### src/rtl/bcd_to_excess3_serial.sv
// bcd_to_excess3_serial: streaming packed-BCD to packed-Excess-3 encoder.
// Accepts one word per handshake, converts one digit per clock (LSD first),
// then presents the result with an error flag and the first illegal digit index.
module bcd_to_excess3_serial #(
  parameter  int unsigned DIGITS = 4,
  localparam int unsigned IDXW   = $clog2(DIGITS)
) (
  input  logic                  clk,
  input  logic                  rst,
  input  logic                  in_valid,
  input  logic [4*DIGITS-1:0]   in_bcd,
  output logic                  in_ready,
  output logic                  out_valid,
  input  logic                  out_ready,
  output logic [4*DIGITS-1:0]   out_xs3,
  output logic                  out_err,
  output logic [IDXW-1:0]       out_err_idx,
  output logic                  busy
);

  typedef enum logic [1:0] {
    IDLE = 2'd0,
    CONV = 2'd1,
    DONE = 2'd2
  } state_t;

  state_t                state_q, state_d;
  logic [4*DIGITS-1:0]   sr_q, sr_d;
  logic [IDXW-1:0]       cnt_q, cnt_d;
  logic [4*DIGITS-1:0]   xs3_q, xs3_d;
  logic                  err_q, err_d;
  logic [IDXW-1:0]       idx_q, idx_d;

  logic [3:0]            dig;
  logic                  dig_bad;
  logic [3:0]            dig_xs3;

  // Per-digit mapping of the digit currently at the bottom of the shift register.
  always_comb begin
    dig     = sr_q[3:0];
    dig_bad = (dig > 4'd9);
    dig_xs3 = dig_bad ? 4'd0 : (dig + 4'd3);
  end

  // State register and datapath registers; rst clears everything immediately.
  always_ff @(posedge clk or posedge rst) begin
    if (rst) begin
      state_q <= IDLE;
      sr_q    <= '0;
      cnt_q   <= '0;
      xs3_q   <= '0;
      err_q   <= 1'b0;
      idx_q   <= '0;
    end else begin
      state_q <= state_d;
      sr_q    <= sr_d;
      cnt_q   <= cnt_d;
      xs3_q   <= xs3_d;
      err_q   <= err_d;
      idx_q   <= idx_d;
    end
  end

  // Next-state and datapath update; every register holds unless its state acts on it.
  always_comb begin
    state_d = state_q;
    sr_d    = sr_q;
    cnt_d   = cnt_q;
    xs3_d   = xs3_q;
    err_d   = err_q;
    idx_d   = idx_q;
    unique case (state_q)
      IDLE: begin
        if (in_valid) begin
          sr_d    = in_bcd;
          cnt_d   = '0;
          xs3_d   = '0;
          err_d   = 1'b0;
          idx_d   = '0;
          state_d = CONV;
        end
      end
      CONV: begin
        sr_d  = sr_q >> 4;
        cnt_d = cnt_q + 1'b1;
        for (int unsigned k = 0; k < DIGITS; k++) begin
          if (cnt_q == IDXW'(k)) begin
            xs3_d[4*k +: 4] = dig_xs3;
          end
        end
        // Only the first illegal digit is recorded.
        if (dig_bad && !err_q) begin
          err_d = 1'b1;
          idx_d = cnt_q;
        end
        if (cnt_q == IDXW'(DIGITS - 1)) begin
          state_d = DONE;
        end
      end
      DONE: begin
        if (out_ready) begin
          state_d = IDLE;
        end
      end
      default: begin
        state_d = IDLE;
      end
    endcase
  end

  // Handshake flags decode directly from the state.
  always_comb begin
    in_ready    = (state_q == IDLE);
    out_valid   = (state_q == DONE);
    busy        = (state_q != IDLE);
    out_xs3     = xs3_q;
    out_err     = err_q;
    out_err_idx = idx_q;
  end

endmodule

### config.mk
export PLATFORM = sky130hd
export DESIGN_NAME = bcd_to_excess3_serial
export DESIGN_NICKNAME = d
export VERILOG_FILES = /design/src/rtl/bcd_to_excess3_serial.sv
export SDC_FILE = /design/constraint.sdc
export NUM_CORES = 1
export LEC_CHECK = 0
export CORE_MARGIN = 1.5
export CORE_UTILIZATION = 50
export DETAILED_ROUTE_END_ITERATION = 10
export PLACE_DENSITY = 0.82
export SYNTH_ARGS = -nofsm -noshare
export SYNTH_HDL_FRONTEND = slang
export SYNTH_SLANG_ARGS = --single-unit
### constraint.sdc
create_clock -name clk -period 2.3 [get_ports clk]
set_input_delay 0.46 -clock clk [delete_from_list [all_inputs] [get_ports clk]]
set_output_delay 0.46 -clock clk [all_outputs]
set_load 0.02 [all_outputs]
==> out/results.txt <==
Hold-fix buffers, CTS: 0
CTS tree: done
RSZ-0062 raised after global routing: false
Max incr delay on CP: 0.59 ns
Final global-route overflow total: 0
Vias in the first global route: 1436
Synth Area in XOR/XNOR: 0%
CP top delay family: buffers and inverters
GRT Util Overall: 22.3%
H-Tree Depth: 2
Sequential area share after synthesis: 51.4%
Most frequent cells after synthesis: 39 x dfrtp_1, 23 x nand2_1, 14 x mux2i_1
Clk slew on worst S/H paths: 0.07 ns
Fin Hold WS: 0.493 ns
Share of layout cells above drive strength 1: 17.1%
Worst EP arrival: 1.49 ns
Netlist Area Pre-Place: 1900 um^2
Core area: 3660 um^2
Unique masters post-synth: 27
WP buf/inv: 2
Largest net degree at the start of global routing: 40
Synth area leaders: dfrtp_1 51%, mux2i_1 7.4%, mux2_2 7.1%
Post-layout minimum cycle time: 1.95 ns
DR iter-0 viols: 39
IO Pins: 42
Pwr Density: 1410 nW/um^2
Most used DFF post-synth: dfrtp_1
Static Leak: 1.06 nW
Post-Synthesis Cells: 170
Post-synthesis compound-gate area fraction: 12.5%
Setup TNS Final: 0 ns
Setup repair bufs after CTS: 0
Setup crit end kind: output pin
Mean Syn Cell Area: 11.2 um^2
Outcome: completed
Root Driver: clkbuf_8
Storage cell area: 976 um^2
Area Growth Syn to Fin: 29.2%
Largest family of logic cells by synthesized area: multiplexers
Die Area: 4180 um^2
Worst setup margin: 0.352 ns
Syn_nets: 196
Footprint of the multi-input gates: 828 um^2
Number of synthesized flops with an enable pin: 0
Antenna violations before repair: 0
Top-area cell type share of the netlist area: 51.4%
Warnings from Yosys: 0
DIE WIDTH: 64.6 um
Multiplexer share of the synthesized area: 14.5%
Routed Antenna Nets: 0
Routed vias/inst: 5.25
Worst-margin pin slew: 0.592 ns
CP Class: reg2out
First-pass GRT wire length: 6970 um
Drt total wl: 4010 um
Slew Limit Fails: 0
Num rows: 22
Crit Path Max Fanout: 3
1st-pass router iterations: 4
Fin area: 2450 um^2
Clock buffer depth: 2
Relative slew slack: 60.4%
Post-route clock period utilization: 84.7%
HPWL Detailed: 3010 um
Startpoint types: flip-flop
I/O Buffers: 41
Type of the most critical hold path: reg2reg
Clock net sink count: 39
TritonCTS buffer count: 5
Place WS: 0.336 ns
# fillers: 283
Global placement routability congestion: 0.809
Worst-path cell chain: nand2b_1, inv_1, clkdlybuf4s50_1
FF-to-FF Start: sr_q[0]$_DFFE_PP0P_
Max-cap check violation count: 0
Final setup fails: 0
Critical path startpoint: state_q[0]$_DFFE_PP0P_
Max VDD drop: 0.000774 V
Clock skew: 0.00615 ns
CTS resizes: 0
Power consumption: 3.46 mW
Hold path start: sr_q[13]$_DFFE_PP0P_
Clock latency on the worst-skew pair: 0.30 ns
N_diodes: 0
Ys async rst share: 100%
Die Height: 64.6 um
Wirelength per Cell: 15.2 um
Residual DRC: 0
Most numerous cell in the Yosys netlist: dfrtp_1
Final net count: 241
Crit-path slowest cell: clkdlybuf4s50_1
Post-Synth Adder-Cell Area: 3.95%
Hold Vio Cnt, Final: 0
Routed vias: 1386
Cell Area, Placed: 2370 um^2
Post-Synth Simple-Gate Area: 12.7%
Area leader, netlist: dfrtp_1
Max frequency: 513 MHz
Initial Utilization: 51.9%
Worst Path Required: 1.84 ns
Number of synthesized register bits: 39
## final cells by class
cell class,instances,area share (%)
inverters,12,1.84
clock buffers,5,2.80
well taps,48,2.45
clock inverters,3,0.612
flip-flops and latches,39,39.8
repair buffers,46,18.8
multi-input cells,111,33.8
## state kept, by name (all words and copies together) (netlist names)
signal and flops:
out_xs3 16, out_err 1, cnt_q 2, state_q 2, out_err_idx 2, sr_q 16
## report_power, final
| part | switching (mW) | internal, mW |
|---|---|---|
| Sequential | 0.180 | 0.962 |
| Clock | 0.237 | 0.207 |
| Combinational | 1.01 | 0.858 |
## stage by stage
stage	cells	utilization, %
floorplan	170	-
global placement	256	64.7
detailed placement	256	64.7
CTS	264	67.0
global route	264	67.0
finish	264	67.0
## path summary, 6_finish.rpt
check                                           to  slack (ns)  cells past startpoint
hold / removal                 sr_q[9]$_DFFE_PP0P_        0.49                      2
setup / recovery                         out_valid        0.35                      3
max in group asynchronous     sr_q[11]$_DFFE_PP0P_        1.38                      3
hold reg to reg                sr_q[9]$_DFFE_PP0P_        0.49                      2
min in group asynchronous   out_xs3[5]$_DFFE_PP0P_        0.58                      3
setup reg to reg           out_xs3[11]$_DFFE_PP0P_        0.41                      5
## routing by layer
metal	GRT usage (%)	vias up	routed length, um
met5	0	-	0
met4	9.31	0	80
met3	4.17	8	115
met2	38.3	26	2110
met1	27.6	683	1700
li1	-	669	-
## worst reg2reg max path: cells and delay by family, from the launching register on
kind,cells,cell delay [ns]
AO/OA/AOI/OAI,2,0.70
multiplexers,1,0.32
flip-flops,1,0.44
adder cells (fa/ha/maj),1,0.24
buffers and inverters,1,0.07
## logic make-up (layout without fill, tap and decap cells)
group	count (synthesis)	after routing
compound gates	34	34
fa+ha+maj	6	6
buf+inv	20	66
flops	39	39
mux	26	26
simple gates	45	45
## placed cells by master, fill, tap and decap left out, drive strengths merged, types with 4 or more instances in the layout
master,instances
nand2,26
o21ai,20
inv,12
o22ai,4
clkdlybuf4s50,41
dfrtp,39
mux2i,14
clkbuf,5
mux2,12
a21oi,4
nand3b,5
buf,5
ha,6
nand2b,6
Note: power is estimated with default switching activity, not from simulation.
